[src/rtl/psum_accum_if.sv]
// psum_accum_if: product-in / row-sum-out handshake bundle for psum_accum
interface psum_accum_if #(
  parameter int DWD   = 8,
  parameter int PEROW = 4,
  parameter int ACCWD = 24,
  parameter int CNTWD = 8
);
  logic                        i_start;
  logic [CNTWD-1:0]            i_len;
  logic                        i_sum_valid;
  logic [PEROW-1:0][DWD-1:0]   i_sum;
  logic                        o_sum_ready;
  logic                        o_acc_valid;
  logic                        i_acc_ready;
  logic [PEROW-1:0][ACCWD-1:0] o_acc;
  logic [PEROW-1:0]            o_ovf;
  logic                        o_busy;
  modport master (
    output i_start, i_len, i_sum_valid, i_sum, i_acc_ready,
    input  o_sum_ready, o_acc_valid, o_acc, o_ovf, o_busy
  );
  modport slave (
    input  i_start, i_len, i_sum_valid, i_sum, i_acc_ready,
    output o_sum_ready, o_acc_valid, o_acc, o_ovf, o_busy
  );
endinterface

[src/rtl/psum_accum.sv]
// psum_accum: per-row saturating partial-sum accumulator with held valid/ready result
module psum_accum #(
  parameter int DWD   = 8,
  parameter int PEROW = 4,
  parameter int ACCWD = 24,
  parameter int CNTWD = 8
) (
  input logic          i_clk,
  input logic          i_rst,
  psum_accum_if.slave  b
);
  typedef enum logic [1:0] {IDLE, ACC, HOLD} state_t;
  state_t                      state;
  logic [CNTWD-1:0]            cnt;
  logic [CNTWD-1:0]            len_q;
  logic [CNTWD-1:0]            len_in;
  logic                        last;
  logic [PEROW-1:0][ACCWD:0]   wide;
  logic [PEROW-1:0][ACCWD-1:0] nxt;
  logic [PEROW-1:0]            sat;
  assign len_in = b.i_len == '0 ? CNTWD'(1) : b.i_len;
  assign last   = CNTWD'(cnt + 1'b1) == len_q;
  // one guard bit catches overflow; the first beat of a window loads instead of adding
  always_comb begin
    wide = '0;
    nxt  = '0;
    sat  = '0;
    for (int r = 0; r < PEROW; r++) begin
      wide[r] = (cnt == '0 ? '0 : {b.o_acc[r][ACCWD-1], b.o_acc[r]})
              + {{(ACCWD+1-DWD){b.i_sum[r][DWD-1]}}, b.i_sum[r]};
      sat[r]  = wide[r][ACCWD] ^ wide[r][ACCWD-1];
      nxt[r]  = !sat[r] ? wide[r][ACCWD-1:0]
              : wide[r][ACCWD] ? {1'b1, {(ACCWD-1){1'b0}}} : {1'b0, {(ACCWD-1){1'b1}}};
    end
  end
  always_ff @(posedge i_clk) begin
    if (i_rst) begin
      state         <= IDLE;
      cnt           <= '0;
      len_q         <= '0;
      b.o_acc       <= '0;
      b.o_ovf       <= '0;
      b.o_acc_valid <= 1'b0;
      b.o_sum_ready <= 1'b0;
      b.o_busy      <= 1'b0;
    end else begin
      case (state)
        IDLE: if (b.i_start) begin
          len_q         <= len_in;
          cnt           <= '0;
          b.o_ovf       <= '0;
          state         <= ACC;
          b.o_sum_ready <= 1'b1;
          b.o_busy      <= 1'b1;
        end
        ACC: if (b.i_sum_valid) begin
          b.o_acc <= nxt;
          b.o_ovf <= b.o_ovf | sat;
          cnt     <= CNTWD'(cnt + 1'b1);
          if (last) begin
            state         <= HOLD;
            b.o_sum_ready <= 1'b0;
            b.o_acc_valid <= 1'b1;
          end
        end
        HOLD: if (b.i_acc_ready) begin
          b.o_acc_valid <= 1'b0;
          if (b.i_start) begin
            len_q         <= len_in;
            cnt           <= '0;
            b.o_ovf       <= '0;
            state         <= ACC;
            b.o_sum_ready <= 1'b1;
          end else begin
            state    <= IDLE;
            b.o_busy <= 1'b0;
          end
        end
        default: state <= IDLE;
      endcase
    end
  end
endmodule
[src/flat_wrapper.sv]
// flat-port wrapper written by rule: the top's interface ports become plain ports
module psum_accum_flat 
#(
  parameter int DWD   = 8,
  parameter int PEROW = 4,
  parameter int ACCWD = 24,
  parameter int CNTWD = 8
)
  (i_clk, i_rst, b_i_start, b_i_len, b_i_sum_valid, b_i_sum, b_i_acc_ready, b_o_sum_ready, b_o_acc_valid, b_o_acc, b_o_ovf, b_o_busy);
  psum_accum_if #(.DWD(DWD), .PEROW(PEROW), .ACCWD(ACCWD), .CNTWD(CNTWD)) b_i ();
  input logic i_clk;
  input logic i_rst;
  input wire logic [$bits(b_i.i_start)-1:0] b_i_start;
  input wire logic [$bits(b_i.i_len)-1:0] b_i_len;
  input wire logic [$bits(b_i.i_sum_valid)-1:0] b_i_sum_valid;
  input wire logic [$bits(b_i.i_sum)-1:0] b_i_sum;
  input wire logic [$bits(b_i.i_acc_ready)-1:0] b_i_acc_ready;
  output wire logic [$bits(b_i.o_sum_ready)-1:0] b_o_sum_ready;
  output wire logic [$bits(b_i.o_acc_valid)-1:0] b_o_acc_valid;
  output wire logic [$bits(b_i.o_acc)-1:0] b_o_acc;
  output wire logic [$bits(b_i.o_ovf)-1:0] b_o_ovf;
  output wire logic [$bits(b_i.o_busy)-1:0] b_o_busy;
  assign b_i.i_start = b_i_start;
  assign b_i.i_len = b_i_len;
  assign b_i.i_sum_valid = b_i_sum_valid;
  assign b_i.i_sum = b_i_sum;
  assign b_i.i_acc_ready = b_i_acc_ready;
  assign b_o_sum_ready = b_i.o_sum_ready;
  assign b_o_acc_valid = b_i.o_acc_valid;
  assign b_o_acc = b_i.o_acc;
  assign b_o_ovf = b_i.o_ovf;
  assign b_o_busy = b_i.o_busy;
  psum_accum #(.DWD(DWD), .PEROW(PEROW), .ACCWD(ACCWD), .CNTWD(CNTWD)) u_core (.i_clk(i_clk), .i_rst(i_rst), .b(b_i));
endmodule
[config.mk]
export PLATFORM = sky130hd
export DESIGN_NAME = psum_accum_flat
export DESIGN_NICKNAME = d
export VERILOG_FILES = /design/src/rtl/psum_accum_if.sv /design/src/rtl/psum_accum.sv /design/src/flat_wrapper.sv
export SDC_FILE = /design/constraint.sdc
export NUM_CORES = 1
export LEC_CHECK = 0
export ABC_AREA = 0
export ABC_CLOCK_PERIOD_IN_PS = 11250
export BUFFER_PORTS_ARGS = -buffer_cell sky130_fd_sc_hd__buf_2
export CAP_MARGIN = 0
export CORE_MARGIN = 5
export CORE_UTILIZATION = 65
export CTS_BUF_LIST = sky130_fd_sc_hd__clkbuf_4
export DETAILED_ROUTE_END_ITERATION = 8
export PLACE_DENSITY_LB_ADDON = 0.2
export RECOVER_POWER = 100
export SLEW_MARGIN = 5
export SYNTH_ARGS = -nofsm -noshare
export SYNTH_HDL_FRONTEND = slang
export SYNTH_SLANG_ARGS = --single-unit
[constraint.sdc]
create_clock -name i_clk -period 11.25 [get_ports i_clk]
set_input_delay 0.5625 -clock i_clk [delete_from_list [all_inputs] [get_ports i_clk]]
set_output_delay 0.5625 -clock i_clk [all_outputs]
set_load 0.03 [all_outputs]
==> flow_summary.ini, run 1 <==
[setup_path]
path_class = register to register
path_cells = inv_1, ha_1, nor4b_1, nand2_1, clkbuf_1, nand2_1, inv_1, ha_1, a21o_1, a21oi_1, nor2b_1, a21oi_1, a31oi_1, a31oi_1, a31o_1, mux2_1, nor2_1, a211oi_1
cpLargestDelayFamily = buffers and inverters
cp.arrival_ns = 8.20
cp_num_buf_inv = 3
crit_path_start_kind = register
slowest_delay_ns = 2.02
r2r_setup_slack_ns = 3.46
path_max_fanout = 65
cp.required_ns = 11.66
cpMaxStageDelayCell = clkbuf_1
endpoint_kind = register

[clock_network]
cts_tree = done
cts.sinks = 121
cts_setup_buffers = 0
clkTransAtPathRegs_ns = 0.11
clock-root-buffer = clkbuf_4
post_cts_resized = 0
htree_num_levels = 4
cts.path.max_buffers = 2
ctsHoldBuffers = 0
clock_latency_ns = 0.56
numCtsBuffers = 17

[floorplan]
die_y_um = 138
io_pins = 148
start_util_pct = 66.7
core_area_sq_um = 16000
die_width_um = 138
die-area_sq_um = 19100
rows = 46

[yosys]
ys.flop_type = dfxtp_1
synthTopCellsByArea = dfxtp_1 23%, ha_1 11%, and2_1 5.6%
yosysWarnings = 0
syn_nets = 1545
async_flop_share_pct = 0
synth_edf_count = 0
synth_area_leader_cell = dfxtp_1
syn_area_per_cell_sq_um = 7.64
synth-seq-area-share_pct = 22.7
synth_cells = 1398
synth_cell_types = 83
ys_seq_elements = 121
synth_top_area_share_pct = 22.7
synth_area_sq_um = 10700

[global_route]
track_usage_pct = 28.5
antenna_found_initial = 5
grt_busiest_layer = met2
grt_max_degree = 95
use_met3_pct = 6.62
grt_use_met2_pct = 47.4
use_met1_pct = 36.7
grt_pass1_vias = 9988
grt_pass1_wl_um = 47100
overflow = 0

[routing]
drtPass1Iterations = 5
routed_via_density = 6.11
route.detailed.wl_per_inst_um = 16.3
first_iter_violations = 763
drc = 0
routed_wl_um = 28400
num_vias = 10620
antenna_left = 0

[power]
power_uw = 1190
leakage_uw = 0.00508
power.density_nw_per_um2 = 104
peakVddDrop_mv = 0.0648

[run_status]
run_status = finished, violations left
violations = max-capacitance violations, max-slew violations

[sta]
finalHoldViolations = 0
fin_crit_sh_pct = 69.2
setup_viol = 0
fmax_ghz = 0.128
tightestPinTransition_ns = 4.37
fin_tns_setup_ns = 0
fin_skew_ns = 0.0170
rsz0062_at_grt = false
fin_ws_ns = 3.46
slew_headroom_pct = -192
slew_viol_final = 158
min_period_ns = 7.79

[placement]
gp_congestion = 0.961
dp_hpwl_um = 20300
io_buffer_count = 147
pre_cts_slack_ns = 5.64

[cells_and_area]
layout-drive-gt1-share_pct = 6.58
final_util_pct = 72.1
syn_to_final_growth_pct = 7.99
final_nets = 1654

[worst_hold_path]
hold_path_class = input pin to register

[flow_run]
max_cap_viol_count = 2
==> cells in the final DEF (no fill, tap or decap), types with 7 or more instances in the layout <==
cell         n
a2111oi_0    7
a211oi_1    61
a21o_1      48
a21oi_1    107
a31oi_1     15
and2_1      91
and3_1      14
buf_2       43
clkbuf_1   108
clkbuf_4    17
clkinv_2     7
dfxtp_1    121
ha_1        98
inv_1       45
maj3_1      26
nand2_1    103
nand2b_1    17
nand3_1     35
nand4_1     12
nor2_1     159
nor2b_1     19
nor3_1      42
o211ai_1     8
o21a_1      14
o21ai_0     69
o21bai_1    10
o22ai_1     11
o31ai_1      7
or3_1        9
xnor2_1     55
xor2_1      25
==> routing by layer <==
layer	part of all wire [%]	up-vias
li1	-	5279
met1	45	4934
met2	46	339
met3	6.3	64
met4	2.4	4
met5	0.049	-
==> final timing paths <==
kind                        end  cells after the start       startpoint
max reg2reg  u_core.b.o_acc[49]                     18    u_core.cnt[0]
min             u_core.len_q[6]                      3       b_i_len[6]
min reg2reg     u_core.len_q[6]                      2  u_core.len_q[6]
max          u_core.b.o_acc[49]                     18    u_core.cnt[0]
==> final cells by class <==
cell class | count | area [sq um]
multi-input cells | 1167 | 7720
fillers | 1436 | 4470
flip-flops and latches | 121 | 2420
repair buffers | 155 | 651
well taps | 216 | 270
inverters | 45 | 169
clock inverters | 15 | 159
clock buffers | 17 | 128
diodes | 3 | 7.51
==> logic make-up (layout without fill, tap and decap cells) <==
logic type	after synthesis	in the layout	share of synthesized area, %
AOI/OAI and AO/OA	414	414	26.1
muxes	5	5	0.480
other	0	3	0
xor gates and xnor gates	80	80	6.63
adders and majority gates	130	130	15.1
DFF	121	121	22.7
buffers and inverters	110	232	4.22
and+or+nand+nor	538	538	24.9
==> worst min-delay path, cell delays in order <==
cell and delay (ns):
buf_2 0.10, nand2_1 0.05, a21oi_1 0.05
==> Yosys cell counts (5+ instances only) <==
library cell	count
nor2_1	158
dfxtp_1	121
a21oi_1	106
nand2_1	103
ha_1	98
and2_1	96
o21ai_0	62
a211oi_1	59
xnor2_1	55
clkbuf_1	52
a21o_1	48
inv_1	45
nor3_1	42
nand3_1	35
xor2_1	24
nor2b_1	19
maj3_2	17
nand2b_1	17
and3_1	14
a31oi_1	13
o21a_1	13
nand4_1	12
maj3_1	11
o22ai_1	11
o21ai_1	10
o21bai_1	10
or3_1	9
o211ai_1	8
a2111oi_0	7
buf_2	7
a311oi_1	6
nor4_1	6
o31ai_1	6
a211oi_2	5
nor4b_1	5
==> where the power goes <==
group	internal [uW]	switching (uW)	leakage (uW)
Clock	150	181	0.000150
Combinational	131	247	0.00394
Sequential	459	25.6	0.000990
Total	740	454	0.00508
==> through the flow <==
| step | hold WS [ns] | area [sq um] | cells |
|---|---|---|---|
| after floorplan | 0.448 | 10700 | 1398 |
| after global placement | 0.456 | 11500 | 1704 |
| after detailed placement | 0.469 | 11500 | 1704 |
| after CTS | 0.210 | 11800 | 1736 |
| after global routing | 0.195 | 11500 | 1739 |
| final | 0.238 | 11500 | 1739 |
==> sequential cells by signal, summed over array words and instances, names as in the netlist <==
| register | flops |
|---|---|
| u_core.b.o_acc | 96 |
| u_core.b.o_acc_valid | 1 |
| u_core.b.o_busy | 1 |
| u_core.b.o_ovf | 4 |
| u_core.b.o_sum_ready | 1 |
| u_core.cnt | 8 |
| u_core.len_q | 8 |
| u_core.state | 2 |
(Power assumes the default switching activity.)
==> run 2: changes to the inputs <==
- ABC_CLOCK_PERIOD_IN_PS: 11250 -> 6700
- CORE_UTILIZATION: 65 -> 55
- clock period: 11.25 -> 6.7 ns (I/O delays scaled with it)
==> run 2 against run 1 <==
Net effect:
- the flow still finishes with violations (max-capacitance violations, max-slew violations)
- via count is 1.4% lower
- worst setup slack got worse by 2.6 ns
- sequential share of layout area is 0.32 points lower
- cell count grew 3.0%
- utilization fell by 11 points
- worst hold slack worse by 0.20 ns
- sequential power increased by 68%
- first-iteration DRC count down 28%
- critical endpoint is now u_core.b.o_acc[8]
==> flow_summary.ini, run 2 (synthesized netlist as in run 1, its figures left out) <==
[placement]
placed_area_sq_um = 11500
gp_congestion = 0.917
dp_hpwl_um = 20700
io_buffer_count = 147
placedCellCount = 1755

[routing]
routed_wl_um = 28300
drtPass1Iterations = 7
routed_via_density = 5.85
num_vias = 10472
route.detailed.wl_per_inst_um = 15.8
antenna_left = 0
first_iter_violations = 547
drc = 0

[floorplan]
die_width_um = 149
io_pins = 148
rows = 51
start_util_pct = 55.4
die_y_um = 149
core_area_sq_um = 19300
die-area_sq_um = 22300

[power]
leakage_uw = 0.00514
power_uw = 2080
power.density_nw_per_um2 = 178
peakVddDrop_mv = 0.112

[worst_hold_path]
hold_path_class = input pin to register
min_from = b_i_len[2]
hold-path-endpoint = u_core.len_q[2]
hold_depth = 3

[clock_network]
post_cts_resized = 0
cts_tree = done
htree_num_levels = 4
cts.path.max_buffers = 2
numCtsBuffers = 17
clock-root-buffer = clkbuf_4
clock_latency_ns = 0.55
clkTransAtPathRegs_ns = 0.10
cts.sinks = 121

[sta]
setup_viol = 0
finalHoldViolations = 0
fin_skew_ns = 0.0253
min_period_ns = 5.86
fmax_ghz = 0.171
rsz0062_at_grt = false
fin_tns_setup_ns = 0
whs_ns = 0.0389
tightestPinTransition_ns = 4.01
slew_viol_final = 85
slew_headroom_pct = -167
fin_crit_sh_pct = 87.4

[setup_path]
timing.rr.end = u_core.b.o_acc[8]
r2r_setup_slack_ns = 0.84
cp.required_ns = 7.15
path_class = register to register
crit_path_start_kind = register
cp.arrival_ns = 6.31
endpoint_kind = register
path_max_fanout = 51
rr_worst_depth = 19
r2r-start = u_core.cnt[0]

[global_route]
grt_pass1_vias = 9629
grt_max_degree = 85
antenna_found_initial = 3
grt_pass1_wl_um = 46700
track_usage_pct = 25.1
overflow = 0

[run_status]
run_status = finished, violations left
violations = max-capacitance violations, max-slew violations

[cells_and_area]
largest_reg_flops = 96
syn_to_final_growth_pct = 9.67
layout-drive-gt1-share_pct = 7.22
top_regs = u_core.b.o_acc (96), u_core.cnt (8), u_core.len_q (8)
layout_commonest_cell = nor2_1
final_nets = 1658
regMostFlops = u_core.b.o_acc
final_area_sq_um = 11700
instances_no_fill = 1791
most-common-layout-cells = 158 x nor2_1, 121 x dfxtp_1, 107 x a21oi_1, 107 x clkbuf_1, 102 x nand2_1

[flow_run]
max_cap_viol_count = 1
## run 2: cell count changes in the layout (fill, tap and decap cells not counted), moves of 2 or more
cell	change
buf_4	+3
bufinv_16	+2
clkbuf_4	+4
clkinv_1	+2
clkinv_2	-4
clkinvlp_4	-4
dlygate4sd3_1	+2
maj3_1	-2
maj3_2	+2
o21ai_0	-3
o21ai_1	+3
## run 2: final cells by class
class / count / area [sq um]
Tap cell: 265 / 332
Multi-Input combinational cell: 1167 / 7760
Clock buffer: 21 / 158
Antenna cell: 2 / 5.00
Sequential cell: 121 / 2420
Inverter: 45 / 169
Timing Repair Buffer: 159 / 689
Clock inverter: 11 / 176
Fill cell: 1905 / 7560
## run 2: repair_timing
action / CTS / global route
endpoints found under the hold margin: 2 / 0
hold buffers: 2 / 0
buffers inserted: 0 / 0
## run 2: per-layer routing
layer | vias up | track usage, % | wire length [um]
li1 | 5298 | - | -
met1 | 4877 | 33.3 | 13200
met2 | 251 | 41.8 | 13200
met3 | 44 | 4.59 | 1340
met4 | 2 | 7.32 | 544
met5 | - | 0 | 13
## run 2: power breakdown
group | switching, uW | internal [uW]
logic | 416 | 223
registers | 41.8 | 771
clock network | 285 | 345
## run 2: worst max-delay path by stage
stage	from	endpoint	slack, ns	depth (start not counted)
after global placement	u_core.cnt[0]	u_core.b.o_acc[6]	1.49	20
final	u_core.cnt[0]	u_core.b.o_acc[8]	0.84	19
after CTS	u_core.cnt[0]	u_core.b.o_acc[6]	1.23	20
after global routing	u_core.cnt[0]	u_core.b.o_acc[8]	0.41	19
after floorplan	u_core.cnt[0]	u_core.b.o_acc[29]	2.47	21
after detailed placement	u_core.cnt[0]	u_core.b.o_acc[11]	1.30	20
## run 2: critical path, stage by stage (launching register included)
cell,delay (ns)
dfxtp_1,0.43
inv_1,0.10
ha_1,0.20
nor4b_1,0.15
nand2_2,0.69
buf_4,0.37
and2_1,0.16
ha_1,0.15
inv_1,0.06
fa_1,0.42
nor2b_1,0.13
o21ai_0,0.10
a21boi_0,0.22
o21ai_0,0.18
a221oi_1,0.71
a211oi_1,0.30
o21ai_0,0.31
o21a_2,0.36
or3b_2,0.47
a211oi_1,0.23
## run 2: through the flow
step,util (%),worst slack [ns]
after global placement,59.9,1.49
after floorplan,-,2.47
after global routing,60.8,0.411
after CTS,61.8,1.23
final,60.8,0.845
after detailed placement,59.9,1.30
